==> src/rtl/vga_scan_gen_if.sv <==
// Scan-timing bundle between the VGA timing generator and the pixel-colour logic.
// The generator is the master: it owns the coordinates, strobes and pins.
// The colour logic is the slave: it returns the colour for the current coordinates.
interface vga_scan_gen_if;
  logic [11:0] rgb_in;
  logic        pix_en;
  logic [9:0]  hCount;
  logic [9:0]  vCount;
  logic        bright;
  logic        hSync;
  logic        vSync;
  logic [11:0] rgb_out;
  logic        frame_tick;
  logic [7:0]  frame_count;

  modport master (
    input  rgb_in,
    output pix_en, hCount, vCount, bright,
    output hSync, vSync, rgb_out,
    output frame_tick, frame_count
  );

  modport slave (
    output rgb_in,
    input  pix_en, hCount, vCount, bright,
    input  hSync, vSync, rgb_out,
    input  frame_tick, frame_count
  );
endinterface

==> src/rtl/vga_scan_gen.sv <==
// 640x480@60 Hz scan generator and output stage.
// It divides the system clock down to a pixel enable and runs the column/line
// counters. It decodes sync and visible-area timing, and delays sync and colour
// through a common pipe so the pins stay aligned. It also flags the start of
// vertical blank once per frame.
module vga_scan_gen #(
  parameter int PIX_DIV     = 4,
  parameter int H_TOTAL     = 800,
  parameter int H_SYNC_END  = 96,
  parameter int H_ACT_START = 144,
  parameter int H_ACT_END   = 784,
  parameter int V_TOTAL     = 525,
  parameter int V_SYNC_END  = 2,
  parameter int V_ACT_START = 35,
  parameter int V_ACT_END   = 515,
  parameter int PIPE_STAGES = 1
) (
  input logic           clk,
  input logic           rst_l,
  vga_scan_gen_if.master scan
);

  localparam int PW = (PIX_DIV > 1) ? $clog2(PIX_DIV) : 1;
  localparam logic [PW-1:0] PHASE_LAST = PW'(PIX_DIV - 1);
  localparam logic [9:0] H_LAST      = 10'(H_TOTAL - 1);
  localparam logic [9:0] V_LAST      = 10'(V_TOTAL - 1);
  localparam logic [9:0] V_BLANK_PRE = 10'(V_ACT_END - 1);

  logic [PW-1:0] phase_q, phase_d;
  logic          pixEn;

  logic [9:0]    hCount_q, hCount_d;
  logic [9:0]    vCount_q, vCount_d;

  logic          frameTick_q, frameTick_d;
  logic [7:0]    frameCount_q, frameCount_d;

  logic          brightRaw;
  logic          hSyncRaw;
  logic          vSyncRaw;
  logic [11:0]   rgbBlanked;

  logic          hPipe_q   [PIPE_STAGES];
  logic          vPipe_q   [PIPE_STAGES];
  logic [11:0]   rgbPipe_q [PIPE_STAGES];

  assign pixEn = (phase_q == PHASE_LAST);

  // Visible-area and sync decodes of the live counters.
  // The colour is blanked here, so every pipe stage carries already-blanked RGB.
  // That lets the pins come straight from flops, with no gating after the last stage.
  assign brightRaw  = (hCount_q >= 10'(H_ACT_START)) && (hCount_q < 10'(H_ACT_END)) &&
                      (vCount_q >= 10'(V_ACT_START)) && (vCount_q < 10'(V_ACT_END));
  assign hSyncRaw   = !(hCount_q < 10'(H_SYNC_END));
  assign vSyncRaw   = !(vCount_q < 10'(V_SYNC_END));
  assign rgbBlanked = brightRaw ? scan.rgb_in : 12'h000;

  // Next-state logic for the phase divider, scan counters and frame tick.
  always_comb begin
    phase_d      = (phase_q == PHASE_LAST) ? '0 : phase_q + PW'(1);
    hCount_d     = hCount_q;
    vCount_d     = vCount_q;
    frameTick_d  = 1'b0;
    frameCount_d = frameCount_q;
    if (pixEn) begin
      if (hCount_q == H_LAST) begin
        hCount_d = '0;
        vCount_d = (vCount_q == V_LAST) ? '0 : vCount_q + 10'd1;
      end else begin
        hCount_d = hCount_q + 10'd1;
      end
      if ((hCount_q == H_LAST) && (vCount_q == V_BLANK_PRE)) begin
        frameTick_d  = 1'b1;
        frameCount_d = frameCount_q + 8'd1;
      end
    end
  end

  // Divider, scan counters and frame bookkeeping registers.
  always_ff @(posedge clk or negedge rst_l) begin
    if (!rst_l) begin
      phase_q      <= '0;
      hCount_q     <= '0;
      vCount_q     <= '0;
      frameTick_q  <= 1'b0;
      frameCount_q <= '0;
    end else begin
      phase_q      <= phase_d;
      hCount_q     <= hCount_d;
      vCount_q     <= vCount_d;
      frameTick_q  <= frameTick_d;
      frameCount_q <= frameCount_d;
    end
  end

  // Output pipe, shifted once per pixel at the end of its period.
  // This gives the colour logic several clocks to settle before capture.
  always_ff @(posedge clk or negedge rst_l) begin
    if (!rst_l) begin
      for (int i = 0; i < PIPE_STAGES; i++) begin
        hPipe_q[i]   <= 1'b1;
        vPipe_q[i]   <= 1'b1;
        rgbPipe_q[i] <= 12'h000;
      end
    end else if (pixEn) begin
      hPipe_q[0]   <= hSyncRaw;
      vPipe_q[0]   <= vSyncRaw;
      rgbPipe_q[0] <= rgbBlanked;
      for (int i = 1; i < PIPE_STAGES; i++) begin
        hPipe_q[i]   <= hPipe_q[i-1];
        vPipe_q[i]   <= vPipe_q[i-1];
        rgbPipe_q[i] <= rgbPipe_q[i-1];
      end
    end
  end

  assign scan.pix_en      = pixEn;
  assign scan.hCount      = hCount_q;
  assign scan.vCount      = vCount_q;
  assign scan.bright      = brightRaw;
  assign scan.hSync       = hPipe_q[PIPE_STAGES-1];
  assign scan.vSync       = vPipe_q[PIPE_STAGES-1];
  assign scan.rgb_out     = rgbPipe_q[PIPE_STAGES-1];
  assign scan.frame_tick  = frameTick_q;
  assign scan.frame_count = frameCount_q;

endmodule
==> src/flat_wrapper.sv <==
// flat-port wrapper written by rule: the top's interface ports become plain ports
module vga_scan_gen_flat 
#(
  parameter int PIX_DIV     = 4,
  parameter int H_TOTAL     = 800,
  parameter int H_SYNC_END  = 96,
  parameter int H_ACT_START = 144,
  parameter int H_ACT_END   = 784,
  parameter int V_TOTAL     = 525,
  parameter int V_SYNC_END  = 2,
  parameter int V_ACT_START = 35,
  parameter int V_ACT_END   = 515,
  parameter int PIPE_STAGES = 1
)
  (clk, rst_l, scan_rgb_in, scan_pix_en, scan_hCount, scan_vCount, scan_bright, scan_hSync, scan_vSync, scan_rgb_out, scan_frame_tick, scan_frame_count);
  vga_scan_gen_if scan_i ();
  input logic clk;
  input logic rst_l;
  input wire logic [$bits(scan_i.rgb_in)-1:0] scan_rgb_in;
  output wire logic [$bits(scan_i.pix_en)-1:0] scan_pix_en;
  output wire logic [$bits(scan_i.hCount)-1:0] scan_hCount;
  output wire logic [$bits(scan_i.vCount)-1:0] scan_vCount;
  output wire logic [$bits(scan_i.bright)-1:0] scan_bright;
  output wire logic [$bits(scan_i.hSync)-1:0] scan_hSync;
  output wire logic [$bits(scan_i.vSync)-1:0] scan_vSync;
  output wire logic [$bits(scan_i.rgb_out)-1:0] scan_rgb_out;
  output wire logic [$bits(scan_i.frame_tick)-1:0] scan_frame_tick;
  output wire logic [$bits(scan_i.frame_count)-1:0] scan_frame_count;
  assign scan_i.rgb_in = scan_rgb_in;
  assign scan_pix_en = scan_i.pix_en;
  assign scan_hCount = scan_i.hCount;
  assign scan_vCount = scan_i.vCount;
  assign scan_bright = scan_i.bright;
  assign scan_hSync = scan_i.hSync;
  assign scan_vSync = scan_i.vSync;
  assign scan_rgb_out = scan_i.rgb_out;
  assign scan_frame_tick = scan_i.frame_tick;
  assign scan_frame_count = scan_i.frame_count;
  vga_scan_gen #(.PIX_DIV(PIX_DIV), .H_TOTAL(H_TOTAL), .H_SYNC_END(H_SYNC_END), .H_ACT_START(H_ACT_START), .H_ACT_END(H_ACT_END), .V_TOTAL(V_TOTAL), .V_SYNC_END(V_SYNC_END), .V_ACT_START(V_ACT_START), .V_ACT_END(V_ACT_END), .PIPE_STAGES(PIPE_STAGES)) u_core (.clk(clk), .rst_l(rst_l), .scan(scan_i));
endmodule
==> config.mk <==
export PLATFORM = sky130hd
export DESIGN_NAME = vga_scan_gen_flat
export DESIGN_NICKNAME = d
export VERILOG_FILES = /design/src/rtl/vga_scan_gen_if.sv /design/src/rtl/vga_scan_gen.sv /design/src/flat_wrapper.sv
export SDC_FILE = /design/constraint.sdc
export NUM_CORES = 1
export LEC_CHECK = 0
export CAP_MARGIN = 20
export CORE_UTILIZATION = 44
export DETAILED_ROUTE_END_ITERATION = 8
export GPL_ROUTABILITY_DRIVEN = 0
export GPL_TIMING_DRIVEN = 0
export PLACE_DENSITY_LB_ADDON = 0.25
export SLEW_MARGIN = 0
export SYNTH_ARGS = -nofsm -noshare
export SYNTH_HDL_FRONTEND = slang
export SYNTH_SLANG_ARGS = --single-unit
export TNS_END_PERCENT = 10
==> constraint.sdc <==
create_clock -name clk -period 2.01 [get_ports clk]
set_clock_uncertainty 0.1 [all_clocks]
set_input_delay 0.3015 -clock clk [delete_from_list [all_inputs] [get_ports clk]]
set_output_delay 0.3015 -clock clk [all_outputs]
set_load 0.02 [all_outputs]
======== After elaboration in Yosys (flattened, before gate mapping) ========
Cells that the tools add are included.
operators by class
  add/sub/neg operators ................... 4
  $mul .................................... 0
  divide/modulo/power cells ............... 0
  order comparisons ....................... 6
  equal/unequal tests ..................... 4
  shift-type cells ........................ 0
  muxes and demuxes ....................... 6
  bitwise logic cells ..................... 0
  reduce and logical (&&, ||, !) cells .... 8
operator list
  cell                   number
  $eq 10x10->1 const B   3
  $add 10x1->10 const B  2
  $lt 10x10->1 const B   2
  $mux 10                2
  $mux 12                1
  $ge 10x6->1 const B    1
  $ge 10x8->1 const B    1
  $lt 10x2->1 const B    1
  $lt 10x7->1 const B    1
  $add 8x1->8 const B    1
  $logic_and 1x1->1      4
  $reduce_and 2->1       2
  $add 2x1->2 const B    1
  $eq 2x2->1 const B     1
  $logic_not 1->1        2
  $mux 1                 2
  $mux 2                 1
storage, ports and cells
  bits in registers ....................... 45
  latch bits .............................. 0
  bits in writable memories ............... 0
  memory bits (read-only) ................. 0
  input port bits ......................... 14
  output and inout port bits .............. 45
  logic and storage cells ................. 36
  memories ................................ 0

======== Depth between registers and ports, before layout ========
Gate-level depths: netlist of the first run.
  depth in word-level cells ............... 5
  depth in mapped cells ................... 7
  mapped depth without buffers ............ 6

======== Worst setup path after synthesis of the first run ========
OpenSTA, ideal clock, no wires.
  path kind ............................... register -> register
  from .................................... register u_core.hCount_q[0] (netlist: u_core.scan.hCount[0])
  to ...................................... register u_core.frameCount_q[1] (netlist: u_core.scan.frame_count[1])
  setup time .............................. 0.128 ns
  data arrival time ....................... 1.896 ns
  data required time ...................... 1.782 ns
  setup slack ............................. -0.113 ns
  stages on the path, launching flop included .. 7
  path buffers ............................ 1
  clock period less this slack ............ 2.123 ns
  cells stage by stage .................... dfrtp_1 -> ha_1 -> and4_1 -> buf_2 -> nand3_2 -> or3_1 -> mux2_1
between the ends
  word-level cells in the longest chain between the ends .. 3
ends and longest elaborated chain
  item                               line                text
  from (decl)                        vga_scan_gen.sv:32  logic [9:0] hCount_q, hCount_d;
  from (signal assigned)             vga_scan_gen.sv:89  hCount_q <= hCount_d;
  $eq 10x10->1                       vga_scan_gen.sv:72  if ((hCount_q == H_LAST) && (vCount_q == V_BLANK_PRE)) begin
  $logic_and 1x1->1                  vga_scan_gen.sv:72
  $reduce_and 2->1 (no source line)  --
  to (signal assigned)               vga_scan_gen.sv:92  frameCount_q <= frameCount_d;
  to (decl)                          vga_scan_gen.sv:36  logic [7:0] frameCount_q, frameCount_d;
Every way passes these cells.
A chain may end at the register's enable or synchronous reset.

======== Final worst setup path of the first run ========
  from .................................... register u_core.hCount_q[6] (netlist: u_core.scan.hCount[6])
  to ...................................... output scan_bright
between the ends
  word-level cells in the longest chain between the ends .. 4
  elaborated cells between the ends (all ways) .. 5
  those cells by class .................... 2 x order compare; 3 x reduce/logical
ends and longest elaborated chain
  item                                         line                text
  $ge 10x8->1 or $lt 10x10->1 (tied branches)  vga_scan_gen.sv:52  assign brightRaw = (hCount_q >= 10'(H_ACT_START)) && (hCount_q < 10'(H_ACT_END)) &&
  $logic_and 1x1->1 (*) (2 in a row)           vga_scan_gen.sv:52
  $logic_and 1x1->1 (*)                        vga_scan_gen.sv:53  (vCount_q >= 10'(V_ACT_START)) && (vCount_q < 10'(V_ACT_END));
  to (decl)                                    flat_wrapper.sv:23  output wire logic [$bits(scan_i.bright)-1:0] scan_bright;
Every way passes the cells marked *; elsewhere a longest branch is shown, timed or not.

==> results of run 1 <==
[registers in the layout, indices dropped and copies added, names as in the netlist]
register,cells
u_core.scan.hSync,1
u_core.scan.vSync,1
u_core.scan.vCount,10
u_core.scan.frame_count,8
u_core.scan.hCount,10
u_core.scan.rgb_out,12
u_core.scan.frame_tick,1
u_core.phase_q,2
[Yosys cell counts, drive strengths merged, types with 2 or more instances]
cell type  count  share of area
nor2          14          0.023
nor4           6          0.023
xor2           9          0.035
nor3          10          0.024
a31oi          2         0.0055
and4b          2         0.0089
dfstp          2          0.023
nand3         14          0.033
nand4          9          0.025
a21oi          2         0.0044
dfrtp         43           0.48
inv            6          0.010
nand4b         2         0.0078
nor2b         12          0.033
a31o          12          0.047
ha             7          0.039
xnor2         12          0.047
nand2          9          0.015
clkbuf         5         0.0083
o21ai          3         0.0066
buf            7          0.025
and3           3         0.0083
[cell families after synthesis]
family	after synthesis	share of synthesized area
AOI/OAI and AO/OA	29	0.110
xor gates and xnor gates	21	0.0815
adders and majority gates	7	0.0388
buffers and inverters	18	0.0432
DFF	45	0.500
muxes	1	0.00499
and+or+nand+nor	87	0.221
[final timing paths]
kind                                       start                    endpoint  slack [ns]  cells past startpoint
hold reg to reg                u_core.phase_q[0]           u_core.phase_q[0]        0.34                      1
max in group asynchronous                  rst_l           u_core.scan.hSync        0.84                      3
hold / removal                 u_core.phase_q[0]           u_core.phase_q[0]        0.34                      1
min in group asynchronous                  rst_l       u_core.scan.vCount[0]        0.39                      2
setup / recovery           u_core.scan.hCount[6]                 scan_bright       -0.17                      5
setup reg to reg           u_core.scan.vCount[5]  u_core.scan.frame_count[1]        0.04                      5
[per-stage QoR]
step	total power (W)	hold slack, ns	util	cells
5_1_grt	0.00157	0.364	0.670	354
3_3_place_gp	0.000966	0.318	0.610	333
6_report	0.00152	0.336	0.670	354
3_5_place_dp	0.000970	0.196	0.613	334
2_1_floorplan	0.000923	-0.0941	-	208
4_1_cts	0.00154	0.338	0.662	353
[power groups by stage]
stage	clock [W]	sequential [W]	combinational, W
3_3_place_gp	0	0.000923	0.0000436
3_5_place_dp	0	0.000922	0.0000476
2_1_floorplan	0	0.000923	0.000000289
4_1_cts	0.000588	0.000904	0.0000494
6_report	0.000568	0.000905	0.0000476
5_1_grt	0.000617	0.000905	0.0000527
[layout make-up]
cell class	instances	share of cell area
flip-flops and latches	45	0.353
multi-input cells	145	0.348
repair buffers	74	0.221
clock buffers	8	0.0279
well taps	67	0.0260
plain buffers	9	0.0171
inverters	6	0.00698
[what timing repair did]
item | 4_1_cts | 5_1_grt
cloned | 0 | 0
endpoints found under the setup margin | 30 | 24
gates resized for setup | 25 | 9
setup buffers | 13 | 1
endpoints found under the hold margin | 18 | 0
hold buffers | 1 | 0
pin swaps | 6 | 8
[routing by layer]
| metal | share of wire | wire (um) |
|---|---|---|
| met1 | 0.44 | 2260 |
| met2 | 0.49 | 2550 |
| met3 | 0.055 | 285 |
| met4 | 0.015 | 78 |
| met5 | 0 | 0 |
==> results.sh, run 1 <==
export IMPL_fin_crit_sh=1.08
export IMPL_seq_area_frac_synth=0.500
export IMPL_synth_seq_cells=45
export IMPL_multiInputGateArea_um2=1120
export IMPL_grt_usage=0.196
export IMPL_crit_path_end_kind="output pin"
export IMPL_portBuffers=58
export IMPL_p_leak_nw=1.40
export IMPL_fillerInstances=395
export IMPL_p_sw_w=0.000309
export IMPL_worst_path_buf_inv=2
export IMPL_layout_drive_gt1_share=0.199
export IMPL_internal_power_w=0.00121
export IMPL_drcViolationCount=0
export IMPL_ys_flop_type="dfrtp_1"
export IMPL_antennaDiodeCount=0
export IMPL_synthArstFlopShare=1.00
export IMPL_setup_slack_ns=-0.170
export IMPL_setup_tns_ns=-0.170
export IMPL_cts_tree="done"
export IMPL_die_area_um2=5420
export IMPL_grt_pass1_vias=1711
export IMPL_clkSlewWorstSetupHoldPaths_ns=0.07
export IMPL_worstPathCellList="or2_4 > o311a_4 > a211oi_4 > buf_6 > buf_6"
export IMPL_grt_use_met2=0.313
export IMPL_core_area_um2=4820
export IMPL_dpl_instance_area_um2=2950
export IMPL_finalHoldViolCount=0
export IMPL_critical_path_arrival_ns=1.78
export IMPL_vias_per_cell=5.38
export IMPL_ys_warn_count=0
export IMPL_io_pins=59
export IMPL_combPwrFrac=0.031
export IMPL_root_buffer="clkbuf_8"
export IMPL_holdCritPathClass="reg2reg"
export IMPL_antenna_found_initial=0
export IMPL_cpLargestDelayFamily="compound AO/OA/AOI/OAI gates"
export IMPL_slew_viol_final=0
export IMPL_grt_pass1_wl_um=8000
export IMPL_clkSinkCount=45
export IMPL_drt_iter0_drc=139
export IMPL_cp_max_fo=2
export IMPL_layout_commonest_cell="clkdlybuf4s50_1"
export IMPL_final_nets=307
export IMPL_final_min_clock_period_ns=2.18
export IMPL_syn_area_um2=2260
export IMPL_max_cap_violations=0
export IMPL_synth_fp_nets=229
export IMPL_synthToLayoutAreaGrowth_pct=43.0
export IMPL_num_rows=25
export IMPL_top_usage_layer="met2"
export IMPL_timing_critical_path_mode_cell="buf_6"
export IMPL_die_h_um=73.6
export IMPL_p_seq_frac=0.595
export IMPL_slew_headroom=0.674
export IMPL_p_clk_frac=0.374
export IMPL_final_area_um2=3230
export IMPL_ff_latch_area_um2=1140
export IMPL_synth_distinct_cells=45
export IMPL_critical_path_max_stage_delay_ns=0.42
export IMPL_violations="negative setup slack"
export IMPL_rsz0062_at_grt="yes"
export IMPL_final_cell_mix="clkdlybuf4s50_1 (56), dfrtp_1 (34), nor2_1 (14), buf_4 (14), nand3_1 (13)"
export IMPL_routedWlPerCell_um=14.6
export IMPL_switching_share=0.203
export IMPL_place_hpwl_um=3430
export IMPL_tightest_slew_ns=0.489
export IMPL_required_ns=1.61
export IMPL_dieWidth_um=73.6
export IMPL_h_tree_depth=2
export IMPL_grt_max_degree=27
export IMPL_vdd_ir_drop_worst_mv=0.334
export IMPL_avgSynthCellArea_um2=10.9
export IMPL_final_antenna_net_count=0
export IMPL_met3_usage=0.0398
export IMPL_start_kind="flip-flop"
export IMPL_cp_slowest_cell="dfrtp_2"
export IMPL_vias=1903
export IMPL_numCtsBuffers=5
export IMPL_wl_um=5170
export IMPL_finalSetupViolations=1
export IMPL_clock_path_buffers=2
export IMPL_synth_edf_count=0
export IMPL_use_met1=0.258
export IMPL_synthCells=208
export IMPL_fmax_mhz=459
export IMPL_power_density_nw_per_um2=471
export IMPL_place_ws_ns=-0.692
export IMPL_status="finished, violations left"
export IMPL_grt_ovfl_total=0
export IMPL_clk_insertion_delay_late_ns=0.30
export IMPL_firstDrtPassIters=4
export IMPL_start_util=0.469
export IMPL_crit_type="reg2out"
Note: power is estimated with default switching activity, not from simulation.
==> run 2, diff against run 1 <==
- CAP_MARGIN: 20 -> 5
==> results of run 2 <==
No change in the layout: final DEF, timing and power equal those of run 1.
==> run 3, diff against run 2 <==
- HOLD_SLACK_MARGIN: default -> 0.02
- TNS_END_PERCENT: 10 -> 50
==> results.sh, run 3 (synthesis gave the netlist of run 1 again) <==
export IMPL_status="finished, violations left"
export IMPL_violations="negative setup slack"
export IMPL_power_total_w=0.00151
export IMPL_place_hpwl_um=3550
export IMPL_antenna_found_initial=0
export IMPL_grt_usage=0.220
export IMPL_critical_path_reg2reg_endpoint="u_core.scan.rgb_out[5]"
export IMPL_timing_critical_path_mode_cell="buf_6"
export IMPL_final_nets=313
export IMPL_clkSlewWorstSetupHoldPaths_ns=0.08
export IMPL_io_pins=59
export IMPL_grt_max_degree=24
export IMPL_h_tree_depth=2
export IMPL_grt_pass1_vias=1893
export IMPL_place_ws_ns=-0.738
export IMPL_finalHoldViolCount=0
export IMPL_max_cap_violations=0
export IMPL_numCtsBuffers=5
export IMPL_grt_ovfl_total=0
export IMPL_dieWidth_um=73.6
export IMPL_final_area_um2=3290
export IMPL_crit_type="reg2out"
export IMPL_fmax_mhz=456
export IMPL_setup_tns_ns=-0.184
export IMPL_fin_crit_sh=1.09
export IMPL_die_h_um=73.6
export IMPL_start_util=0.469
export IMPL_reg2reg_from="u_core.scan.hCount[6]"
export IMPL_dp_cells=334
export IMPL_crit_path_end_kind="output pin"
export IMPL_r2r_cells=7
export IMPL_holdCritPathClass="reg2reg"
export IMPL_cts_tree="done"
export IMPL_power_density_nw_per_um2=457
export IMPL_layout_commonest_cell="clkdlybuf4s50_1"
export IMPL_clkSinkCount=45
export IMPL_core_area_um2=4820
export IMPL_rrSetupSlack_ns=0.06
export IMPL_cpLargestDelayFamily="compound AO/OA/AOI/OAI gates"
export IMPL_final_min_clock_period_ns=2.19
export IMPL_cp_max_fo=2
export IMPL_whs_path_depth=1
export IMPL_hp_start="u_core.phase_q[0]"
export IMPL_vdd_ir_drop_worst_mv=0.333
export IMPL_worst_path_buf_inv=2
export IMPL_stdcell_count=360
export IMPL_wl_um=5410
export IMPL_vias_per_cell=5.22
export IMPL_firstDrtPassIters=5
export IMPL_clock_path_buffers=2
export IMPL_antennaDiodeCount=0
export IMPL_dpl_instance_area_um2=2960
export IMPL_final_antenna_net_count=0
export IMPL_cp_slowest_cell="dfrtp_2"
export IMPL_portBuffers=58
export IMPL_p_leak_nw=1.43
export IMPL_clk_insertion_delay_late_ns=0.30
export IMPL_vias=1878
export IMPL_routedWlPerCell_um=15.0
export IMPL_tightest_slew_ns=0.565
export IMPL_start_kind="flip-flop"
export IMPL_rsz0062_at_grt="yes"
export IMPL_critical_path_max_stage_delay_ns=0.42
export IMPL_grt_pass1_wl_um=8940
export IMPL_finalSetupViolations=1
export IMPL_worstPathCellList="or2_4 > o311a_4 > a211oi_4 > buf_6 > buf_6"
export IMPL_final_cell_mix="clkdlybuf4s50_1 (56), dfrtp_1 (34), buf_4 (22)"
export IMPL_required_ns=1.61
export IMPL_slew_viol_final=0
export IMPL_drt_iter0_drc=140
export IMPL_root_buffer="clkbuf_8"
export IMPL_drcViolationCount=0
export IMPL_die_area_um2=5420
export IMPL_synthToLayoutAreaGrowth_pct=45.8
export IMPL_largest_reg_flops=12
export IMPL_layout_drive_gt1_share=0.225
export IMPL_critical_path_arrival_ns=1.79
export IMPL_num_rows=25
export IMPL_slew_headroom=0.623
export IMPL_hold_path_end="u_core.phase_q[0]"
export IMPL_setup_slack_ns=-0.184
==> run 3: worst max-delay path by stage <==
stage                          startpoint               endpoint  slack, ns  depth (start not counted)
floorplan           u_core.scan.hCount[6]            scan_bright      -0.03                          6
detailed placement  u_core.scan.vCount[2]            scan_bright      -0.74                          5
global route        u_core.scan.hCount[6]            scan_bright      -0.23                          5
global placement                    rst_l  u_core.scan.hCount[6]      -0.87                          1
CTS                 u_core.scan.vCount[5]            scan_bright      -0.20                          5
finish              u_core.scan.hCount[6]            scan_bright      -0.18                          5
==> run 3: area by class of cell <==
type | instances | area [um^2]
inverters | 6 | 22.5
repair buffers | 81 | 772
multi-input cells | 145 | 1140
clock buffers | 8 | 80.1
flip-flops and latches | 45 | 1140
plain buffers | 8 | 55.1
well taps | 67 | 83.8
fillers | 397 | 1530
==> run 3: metal layers <==
layer | part of all wire | up-vias | global-route usage | wire (um)
li1 | - | 912 | - | -
met1 | 0.46 | 908 | 0.286 | 2480
met2 | 0.48 | 51 | 0.356 | 2580
met3 | 0.049 | 7 | 0.0562 | 267
met4 | 0.014 | 0 | 0.0812 | 78
met5 | 0 | - | 0 | 0
==> run 3: report_power, final <==
group          internal, W  switching (W)
Sequential        0.000904              0
Combinational    0.0000278      0.0000218
Clock             0.000248       0.000304
==> run 3: through the flow <==
stage	util	hold slack [ns]
6_report	0.683	0.345
5_1_grt	0.683	0.376
4_1_cts	0.663	0.338
2_1_floorplan	-	-0.0941
3_3_place_gp	0.610	0.317
3_5_place_dp	0.615	0.221
==> run 3: repair_timing <==
item | in CTS | in global routing
hold buffers | 1 | 0
setup buffers | 16 | 5
hold endpoints to repair | 21 | 0
pin swaps | 7 | 9
setup endpoints to repair | 16 | 28
resized for setup | 22 | 19
